[src/rtl/bound_arbiter_pkg.sv]
// Shared flit-format macros and arbiter types for the bound-link packet arbiter.
// The flit type field sits in the two top bits of every flit.
`ifndef BOUND_ARBITER_MACROS
`define BOUND_ARBITER_MACROS
`define DW            32
`define HEAD          2'b01
`define BODY          2'b00
`define TAIL          2'b10
`define BARB_N_IN     4
`define BARB_N_IN_LOG 2
`endif

package bound_arbiter_pkg;

    typedef enum logic [0:0] {
        ST_IDLE   = 1'b0,
        ST_LOCKED = 1'b1
    } arb_state_t;

    localparam int FT_W = 2;

    function automatic logic [FT_W-1:0] flit_type(input logic [`DW-1:0] flit);
        return flit[`DW-1:`DW-FT_W];
    endfunction

endpackage

[src/rtl/bound_arbiter_rr.sv]
// Combinational round-robin picker: first requester at or after ptr, wrapping.
// The request vector is doubled and shifted so the search always starts at bit 0.
module rr_arbiter #(
    parameter int N_IN     = 4,
    parameter int N_IN_LOG = 2
) (
    input  logic [N_IN-1:0]     req,
    input  logic [N_IN_LOG-1:0] ptr,
    output logic [N_IN-1:0]     gnt,
    output logic [N_IN_LOG-1:0] idx,
    output logic                any
);

    localparam int SUM_W = N_IN_LOG + 1;

    logic [2*N_IN-1:0]   dbl_s;
    logic [N_IN-1:0]     rot_s;
    logic [N_IN_LOG-1:0] off_s;
    logic                found_s;
    logic [SUM_W-1:0]    sum_s;
    logic [SUM_W-1:0]    sum_wrap_s;

    // rotate requests, find first set bit, map offset back to absolute index
    always_comb begin
        dbl_s   = {req, req};
        rot_s   = N_IN'(dbl_s >> ptr);
        off_s   = {N_IN_LOG{1'b0}};
        found_s = 1'b0;
        for (int i = 0; i < N_IN; i++) begin
            if (!found_s && rot_s[i]) begin
                off_s   = N_IN_LOG'(i);
                found_s = 1'b1;
            end else begin
                found_s = found_s;
            end
        end
        sum_s      = {1'b0, ptr} + {1'b0, off_s};
        sum_wrap_s = (sum_s >= SUM_W'(N_IN)) ? (sum_s - SUM_W'(N_IN)) : sum_s;
        idx        = sum_wrap_s[N_IN_LOG-1:0];
        any        = |req;
        gnt        = {N_IN{1'b0}};
        gnt[idx]   = any;
    end

endmodule

[src/rtl/bound_arbiter.sv]
// Wormhole arbiter merging N_IN boundary outputs into one bound-link input.
// One packet holds the grant from HEAD to TAIL; flits leave through one register stage.
module bound_arbiter
    import bound_arbiter_pkg::*;
#(
    parameter int N_IN     = `BARB_N_IN,
    parameter int N_IN_LOG = `BARB_N_IN_LOG,
    parameter int CNT_W    = 16
) (
    input  logic                 clk,
    input  logic                 rstn,
    input  logic [N_IN*`DW-1:0]  in_data_i,
    input  logic [N_IN-1:0]      in_valid_i,
    output logic [N_IN-1:0]      in_ready_o,
    output logic [`DW-1:0]       out_data_o,
    output logic                 out_valid_o,
    input  logic                 out_ready_i,
    output logic                 err_o,
    output logic [CNT_W-1:0]     pkt_cnt_o
);

    arb_state_t          state_r, state_nxt_s;
    logic [N_IN_LOG-1:0] grant_r, grant_nxt_s;
    logic [N_IN_LOG-1:0] rr_ptr_r, rr_ptr_nxt_s;
    logic                out_valid_r;
    logic [`DW-1:0]      out_data_r;
    logic                err_r;
    logic [CNT_W-1:0]    pkt_cnt_r;

    logic [`DW-1:0]      flit_s [N_IN];
    logic [N_IN-1:0]     head_req_s;
    logic [N_IN-1:0]     bad_req_s;
    logic [N_IN_LOG-1:0] bad_idx_s;
    logic [N_IN-1:0]     ready_s;
    logic                slot_free_s;
    logic                fwd_s;
    logic                disc_s;
    logic                tail_s;
    logic [N_IN_LOG-1:0] sel_s;
    logic [`DW-1:0]      sel_flit_s;

    logic [N_IN-1:0]     arb_gnt_s;
    logic [N_IN_LOG-1:0] arb_idx_s;
    logic                arb_any_s;

    // split inputs into flits and classify HEAD candidates versus stray flits
    always_comb begin
        bad_idx_s = {N_IN_LOG{1'b0}};
        for (int k = 0; k < N_IN; k++) begin
            flit_s[k]     = in_data_i[k*`DW +: `DW];
            head_req_s[k] = in_valid_i[k] & (flit_type(flit_s[k]) == `HEAD);
            bad_req_s[k]  = in_valid_i[k] & (flit_type(flit_s[k]) != `HEAD);
        end
        for (int k = N_IN - 1; k >= 0; k--) begin
            bad_idx_s = bad_req_s[k] ? N_IN_LOG'(k) : bad_idx_s;
        end
    end

    rr_arbiter #(
        .N_IN     (N_IN),
        .N_IN_LOG (N_IN_LOG)
    ) u_rr (
        .req (head_req_s),
        .ptr (rr_ptr_r),
        .gnt (arb_gnt_s),
        .idx (arb_idx_s),
        .any (arb_any_s)
    );

    assign slot_free_s = ~out_valid_r | out_ready_i;

    // next-state, ready generation and accept/discard decisions
    always_comb begin
        state_nxt_s  = state_r;
        grant_nxt_s  = grant_r;
        rr_ptr_nxt_s = rr_ptr_r;
        ready_s      = {N_IN{1'b0}};
        fwd_s        = 1'b0;
        disc_s       = 1'b0;
        tail_s       = 1'b0;
        sel_s        = grant_r;
        case (state_r)
            ST_IDLE: begin
                if (arb_any_s) begin
                    // a blocked slot leaves the choice open for the next cycle
                    if (slot_free_s) begin
                        ready_s     = arb_gnt_s;
                        fwd_s       = 1'b1;
                        sel_s       = arb_idx_s;
                        grant_nxt_s = arb_idx_s;
                        state_nxt_s = ST_LOCKED;
                    end else begin
                        ready_s = {N_IN{1'b0}};
                    end
                end else if (|bad_req_s) begin
                    ready_s[bad_idx_s] = 1'b1;
                    disc_s             = 1'b1;
                end else begin
                    ready_s = {N_IN{1'b0}};
                end
            end
            ST_LOCKED: begin
                ready_s[grant_r] = slot_free_s;
                fwd_s            = slot_free_s & in_valid_i[grant_r];
                if (fwd_s && (flit_type(flit_s[grant_r]) == `TAIL)) begin
                    tail_s       = 1'b1;
                    state_nxt_s  = ST_IDLE;
                    rr_ptr_nxt_s = (grant_r == N_IN_LOG'(N_IN - 1)) ?
                                   {N_IN_LOG{1'b0}} : (grant_r + N_IN_LOG'(1));
                end else begin
                    tail_s = 1'b0;
                end
            end
            default: begin
                state_nxt_s = ST_IDLE;
            end
        endcase
        sel_flit_s = flit_s[sel_s];
    end

    // arbitration state: FSM state, latched grant, round-robin pointer
    always_ff @(posedge clk or negedge rstn) begin
        if (!rstn) begin
            state_r  <= ST_IDLE;
            grant_r  <= {N_IN_LOG{1'b0}};
            rr_ptr_r <= {N_IN_LOG{1'b0}};
        end else begin
            state_r  <= state_nxt_s;
            grant_r  <= grant_nxt_s;
            rr_ptr_r <= rr_ptr_nxt_s;
        end
    end

    // output flit register, sticky error flag and packet counter
    always_ff @(posedge clk or negedge rstn) begin
        if (!rstn) begin
            out_valid_r <= 1'b0;
            out_data_r  <= {`DW{1'b0}};
            err_r       <= 1'b0;
            pkt_cnt_r   <= {CNT_W{1'b0}};
        end else begin
            if (fwd_s) begin
                out_valid_r <= 1'b1;
                out_data_r  <= sel_flit_s;
            end else if (out_ready_i) begin
                out_valid_r <= 1'b0;
            end
            if (disc_s) begin
                err_r <= 1'b1;
            end
            if (tail_s) begin
                pkt_cnt_r <= pkt_cnt_r + CNT_W'(1);
            end
        end
    end

    // ready is combinational, so it is forced low while reset is held
    assign in_ready_o  = rstn ? ready_s : {N_IN{1'b0}};
    assign out_data_o  = out_data_r;
    assign out_valid_o = out_valid_r;
    assign err_o       = err_r;
    assign pkt_cnt_o   = pkt_cnt_r;

endmodule

[config.mk]
export PLATFORM = sky130hd
export DESIGN_NAME = bound_arbiter
export DESIGN_NICKNAME = d
export VERILOG_FILES = /design/src/rtl/bound_arbiter_pkg.sv /design/src/rtl/bound_arbiter_rr.sv /design/src/rtl/bound_arbiter.sv
export SDC_FILE = /design/constraint.sdc
export NUM_CORES = 1
export LEC_CHECK = 0
export CORE_ASPECT_RATIO = 1.5
export CORE_UTILIZATION = 35
export DETAILED_ROUTE_END_ITERATION = 10
export GPL_ROUTABILITY_DRIVEN = 0
export PLACE_DENSITY = 0.73
export SETUP_SLACK_MARGIN = 0.02
export SYNTH_ARGS = -nofsm -noshare
export SYNTH_HDL_FRONTEND = slang
export SYNTH_SLANG_ARGS = --single-unit
[constraint.sdc]
create_clock -name clk -period 3.1 [get_ports clk]
set_input_delay 0.31 -clock clk [delete_from_list [all_inputs] [get_ports clk]]
set_output_delay 0.31 -clock clk [all_outputs]
set_load 0.01 [all_outputs]
== Word-level counts from Yosys, hierarchy flattened ==
Cells that the tools add are included.
Storage, ports and cells
  bits in registers: 55
  input port bits: 135
  output and inout bits: 54
  word-level logic and storage cells: 107
Cells by class
  add/sub/neg operators: 4
  magnitude comparators: 9
  eq/ne operators: 10
  shift operators: 1
  multiplexer cells: 46
  bitwise logic cells: 16
  reductions and logical operators: 14
Operators with widths (count)
  binary-select mux 32 bit (select 2 bit): 2
  two-way mux 32 bit: 4
  two-way mux 2 bit: 11
  two-way mux 1 bit: 18
  adder 16 x 1 -> 16 bit (second input constant): 1
  two-way mux 4 bit: 4
  AND 1 bit: 9
  greater-or-equal comparator 3 bit (second input constant): 3
  less-than comparator 2 x 3 -> 1 bit (second input constant): 3
  AND 4 bit: 2
  == test 2 x 1 -> 1 bit (second input constant): 4
  != test 2 x 1 -> 1 bit (second input constant): 4
  one-hot mux 4 bit (2 select lines): 1
  OR reduction 4 bit: 2
  right shift 8 x 2 -> 4 bit: 1
  logical AND 1 bit: 7
  demux 1 bit (select 2 bit): 3
  greater-or-equal comparator 2 x 1 -> 1 bit (second input constant): 3
  inverter 2 -> 3 bit: 2
  == test 2 bit (second input constant): 2
  one-hot mux 1 bit (2 select lines): 2
  adder 2 x 2 -> 3 bit: 1
  zero test 1 bit: 3
  adder 2 x 1 -> 2 bit (second input constant): 1
  6 further kinds: 7

== Depth between registers and ports, before layout ==
  word-level depth: 25
  gate-level depth with buffers: 13
  gate-level depth less buffers: 10

== Cells and area by module ==
Synthesis repeated with hierarchy kept, for this count alone.
Second synthesis, totals
  cells, all modules: 443
  area, all modules: 3844.9 um2
Modules (own cells, without submodules)
  bound_arbiter: instances 1, cells each 403, area each 3567.2 um2, sequential area each 1376.3 um2
  rr_arbiter: instances 1, cells each 40, area each 277.8 um2, sequential area each 0.0 um2

== Least setup slack after synthesis ==
OpenSTA, ideal clock, no wires.
  kind: input to output
  start point: input port in_data_i[31]
  end point: output port in_ready_o[3]
  arrival: 2.428 ns
  slack: 0.362 ns
  cell stages on the path: 11
  buffers on the path: 1
  path through: and3b_1 buf_2 nor3_1 a311oi_1 o21ai_0 ha_1 xnor2_1 or3_1 and2_1 o221a_2 nor3_1
Between the ends
  longest elaborated chain between the ends: 25
  elaborated cells on any way between the ends: 40
  classes of those cells: add/sub (2); order compare (5); eq/ne (2); shift (1); mux (17); bitwise (3); reduce/logical (10)
Ends and longest elaborated chain
  start: declaration: RTL line bound_arbiter.sv:12  | input logic [N_IN*`DW-1:0] in_data_i,
  == test 2 x 1 -> 1 bit (no line)
  AND 1 bit: RTL line bound_arbiter.sv:51  | head_req_s[k] = in_valid_i[k] & (flit_type(flit_s[k]) == `HEAD);
  right shift 8 x 2 -> 4 bit: RTL line bound_arbiter_rr.sv:26  | rot_s = N_IN'(dbl_s >> ptr);
  two-way mux 1 bit: RTL line bound_arbiter_rr.sv:30  | if (!found_s && rot_s[i]) begin
  zero test 1 bit: RTL line bound_arbiter_rr.sv:30
  logical AND 1 bit: RTL line bound_arbiter_rr.sv:30
  two-way mux 1 bit: RTL line bound_arbiter_rr.sv:30
  zero test 1 bit: RTL line bound_arbiter_rr.sv:30
  [9 not listed]
  logical AND 1 bit (implied by the code): RTL line bound_arbiter_rr.sv:42  | gnt[idx] = any;
  two-way mux 1 bit (implied by the code): RTL line bound_arbiter_rr.sv:42
  demux 1 bit (select 2 bit)
  AND 4 bit (no line)
  two-way mux 4 bit: RTL line bound_arbiter.sv:86  | if (slot_free_s) begin
  two-way mux 4 bit (*): RTL line bound_arbiter.sv:84  | if (arb_any_s) begin
  one-hot mux 4 bit (2 select lines) (*): RTL line bound_arbiter.sv:82  | case (state_r)
  two-way mux 4 bit (*): RTL line bound_arbiter.sv:158  | assign in_ready_o = rstn ? ready_s : {N_IN{1'b0}};
  end: declaration: RTL line bound_arbiter.sv:14  | output logic [N_IN-1:0] in_ready_o,
Every way passes the cells marked *; elsewhere a longest branch is shown, timed or not.

== Worst setup path in the final report ==
  start point: register rr_ptr_r[0]
  end point: output port in_ready_o[3]
Between the ends
  longest elaborated chain between the ends: 23
  elaborated cells on any way between the ends: 27
  classes of those cells: add/sub (2); order compare (3); shift (1); mux (13); bitwise (1); reduce/logical (7)
Ends and longest elaborated chain
  start: declaration: RTL line bound_arbiter.sv:24  | logic [N_IN_LOG-1:0] rr_ptr_r, rr_ptr_nxt_s;
  start signal: assignment: RTL line bound_arbiter.sv:126  | rr_ptr_r <= {N_IN_LOG{1'b0}};
  start signal: assignment: RTL line bound_arbiter.sv:130  | rr_ptr_r <= rr_ptr_nxt_s;
  right shift 8 x 2 -> 4 bit: RTL line bound_arbiter_rr.sv:26
  two-way mux 1 bit: RTL line bound_arbiter_rr.sv:30
  zero test 1 bit: RTL line bound_arbiter_rr.sv:30
  logical AND 1 bit: RTL line bound_arbiter_rr.sv:30
  two-way mux 1 bit: RTL line bound_arbiter_rr.sv:30
  zero test 1 bit: RTL line bound_arbiter_rr.sv:30
  logical AND 1 bit: RTL line bound_arbiter_rr.sv:30
  two-way mux 1 bit: RTL line bound_arbiter_rr.sv:30
  [7 not listed]
  logical AND 1 bit (implied by the code): RTL line bound_arbiter_rr.sv:42
  two-way mux 1 bit (implied by the code): RTL line bound_arbiter_rr.sv:42
  demux 1 bit (select 2 bit) (*)
  AND 4 bit (no line) (*)
  two-way mux 4 bit (*): RTL line bound_arbiter.sv:86
  two-way mux 4 bit (*): RTL line bound_arbiter.sv:84
  one-hot mux 4 bit (2 select lines) (*): RTL line bound_arbiter.sv:82
  two-way mux 4 bit (*): RTL line bound_arbiter.sv:158
Marks and branches as above.

==> results_dict.tcl <==
set metrics [dict create \
    grt-ovfl-total 0 \
    crit_path_end_kind "output port" \
    crit_path_start_kind "flip-flop" \
    crit_family "simple AND/OR/NAND/NOR gates" \
    cts.sinks 55 \
    max_stage_delay_ns 0.49 \
    worst_ep_arrival_time_ns 2.65 \
    die_w_um 85.7 \
    fmax_ghz 0.338 \
    intPower_w 0.00306 \
    regArea_sq_mm 0.00138 \
    multi_input_area_sq_mm 0.00217 \
    synth_area_leaders "dfrtp_1 (37%), nand2_1 (14%), a22o_1 (7.6%)" \
    power_density_mw_per_mm2 850 \
    skew_ns 0.00800 \
    wl_per_cell_um 15.2 \
    cts_tree "built" \
    die_y_um 128 \
    ys_seq_area_share_pct 37.4 \
    yosysTopAreaCellShare_pct 37.4 \
    switching_share_pct 41.7 \
    hold_ws_ns 0.147 \
    clockPowerShare_pct 10.9 \
    start_util_pct 36.1 \
    cpMostUsedCell "nor3_2" \
    synth_nets 585 \
    dp_hpwl_mm 9.03 \
    setup_violations 0 \
    cp_cell_sequence "nor3_2 -> a311oi_2 -> o21ai_2 -> ha_2 -> xnor2_1 -> or3_1 -> and2_4 -> o221a_2 -> nor3_2 -> buf_2" \
    period_share_pct 95.4 \
    synth_edf_count 0 \
    grt_pass1_vias 4191 \
    crit_path_max_fanout 9 \
    htree_levels 2 \
    ios 189 \
    relSlewSlack_pct 53.8 \
    clk_latency_ns 0.30 \
    final_nets 790 \
    drv_slew 0 \
    path_buf_inv 1 \
    track_usage_pct 22.6 \
    min_period_ns 2.96 \
    postSynthAreaPerCell_sq_um 8.28 \
    yosys_warnings 0 \
    hold_class "in -> async" \
    dr.pass1.iters 5 \
    synthFlopType "dfrtp_1" \
    antenna_left 0 \
    path_class "reg -> out" \
    yosysTopAreaCell "dfrtp_1" \
    numPortBuffers 188 \
    drive_gt1_share_pct 12.6 \
    syn_inst 444 \
    finalPower_w 0.00525 \
    diodes 0 \
    max_cap_violations 0 \
    hold_viol 0 \
    seqPwrFrac_pct 23.9 \
    worstMarginPinSlew_ns 0.693 \
    syn-cell-area_sq_mm 0.00368 \
    root_buffer "clkbuf_16" \
    irDropWorstVdd_mv 0.428 \
    antenna_found_initial 0 \
    worstPathRequired_ns 2.79 \
    p_sw_w 0.00219 \
    rrSetupSlack_ns 0.35 \
    rsz0062_at_grt "no" \
    fillers 921 \
    fp.coreArea_sq_mm 0.0102 \
    synth_seq_cells 55 \
    drt_first_iter_violations 155 \
    cts-hold-fix-buffers 0 \
    fp.dieArea_sq_mm 0.0109 \
    cts.clk_slew.worst_paths_ns 0.07 \
    drc 0 \
    grt_max_degree 66 \
    cts_buffer_depth 2 \
    syn2layout_area_growth_pct 67.9 \
    async_reset_ff_share_pct 100 \
    numCtsBuffers 5 \
    pwr-share-comb_pct 65.2 \
    rows 45 \
    grt_pass1_wl_mm 19.8 \
    wl_mm 12.0 \
    status "finished clean" \
    avgViaCountPerCell 5.24 \
    power_leakage_nw 2.67 \
    cpMaxStageDelayCell "dfrtp_2" \
    synth_cell_types 47 \
    vias 4147 \
]
[synthesized netlist by cell type, types with 4 or more instances]
master	number
a21oi_1	8
a22o_1	32
a31oi_1	34
and3b_1	4
buf_2	12
buf_6	4
clkbuf_1	12
dfrtp_1	55
ha_1	6
inv_1	8
nand2_1	140
nand3_1	9
nand3b_1	35
nor2_1	13
nor3_1	9
xnor2_1	11
xor2_1	5
[layout by cell type, fill, tap and decap left out, types with 6 or more instances in the layout]
master,Yosys,layout
clkdlybuf4s50_1,0,171
nand2_1,140,140
dfrtp_1,55,54
nand3b_1,35,35
buf_4,3,35
a31oi_1,34,33
a22o_1,32,32
nor2_1,13,13
xnor2_1,11,11
dlymetal6s2s_1,0,10
nand3_1,9,9
inv_1,8,8
a21oi_1,8,7
nor3_1,9,7
buf_12,0,6
[stage by stage]
stage	area [sq um]	instances	util, %	setup TNS (ns)	worst slack, ns
finish	6170	791	60.6	0	0.141
global placement	5900	775	57.9	-7.38	-0.588
global route	6170	791	60.6	0	0.0597
detailed placement	5900	775	57.9	-8.39	-0.618
floorplan	3680	444	-	0	0.362
CTS	6090	788	59.7	-0.0597	-0.0597
[path summary, 6_finish.rpt]
path                       depth (start not counted)          start              to
max in group asynchronous                          2           rstn     rr_ptr_r[0]
min reg2reg                                        1          err_o           err_o
max                                               10    rr_ptr_r[0]   in_ready_o[3]
min                                                2           rstn  out_data_o[24]
min in group clk                                   4  in_data_i[63]  out_data_o[31]
max reg2reg                                       11    rr_ptr_r[0]   out_data_o[4]
[worst register-to-register path, stage by stage (launching register included)]
cell and delay [ns]:
dfrtp_2 0.49, nor3_2 0.09, a311oi_2 0.30, o21ai_2 0.10, ha_2 0.19, xnor2_1 0.12, or3_1 0.37, buf_4 0.16
a31oi_4 0.27, buf_12 0.22, a31oi_1 0.13, a22o_1 0.21
[sequential cells by signal, summed over array words and instances (netlist names)]
register and cells:
err_o 1, pkt_cnt_o 16, out_data_o 32, rr_ptr_r 2, out_valid_o 1, grant_r 2
state_r 1
[what timing repair did]
action,in CTS,in global routing
cloned,0,0
endpoints found under the setup margin,4,6
pin swaps,6,15
buffers inserted,5,3
resized for setup,26,20
[area by class of cell]
| class | count | area share (%) |
|---|---|---|
| clock inverter | 3 | 0.405 |
| timing repair buffer | 229 | 36.6 |
| clock buffer | 5 | 2.03 |
| tap | 141 | 2.86 |
| inverter | 10 | 0.608 |
| multi-input combinational | 348 | 35.2 |
| sequential | 55 | 22.3 |
[cell families after synthesis]
kind of cell / Yosys count / synth area share, %
and+or+nand+nor: 225 / 29.5
AOI/OAI and AO/OA: 96 / 19.6
DFF: 55 / 37.4
buffers and inverters: 41 / 5.72
xor gates and xnor gates: 16 / 3.81
adders and majority gates: 6 / 2.04
muxes: 5 / 1.91
[per-layer routing]
layer	GRT usage (%)	up-vias	part of all wire, %
li1	-	1984	-
met1	25.0	1945	38
met2	41.6	171	53
met3	3.04	47	4.6
met4	11.9	0	4.9
met5	0	-	0
[power by group through the flow]
stage | logic, W | clock network, W | registers, W
floorplan | 0.00194 | 0 | 0.00131
global placement | 0.00335 | 0 | 0.00124
detailed placement | 0.00342 | 0 | 0.00126
CTS | 0.00344 | 0.000589 | 0.00125
global route | 0.00374 | 0.000617 | 0.00130
finish | 0.00342 | 0.000572 | 0.00126
Power figures use the tool's default switching activity.
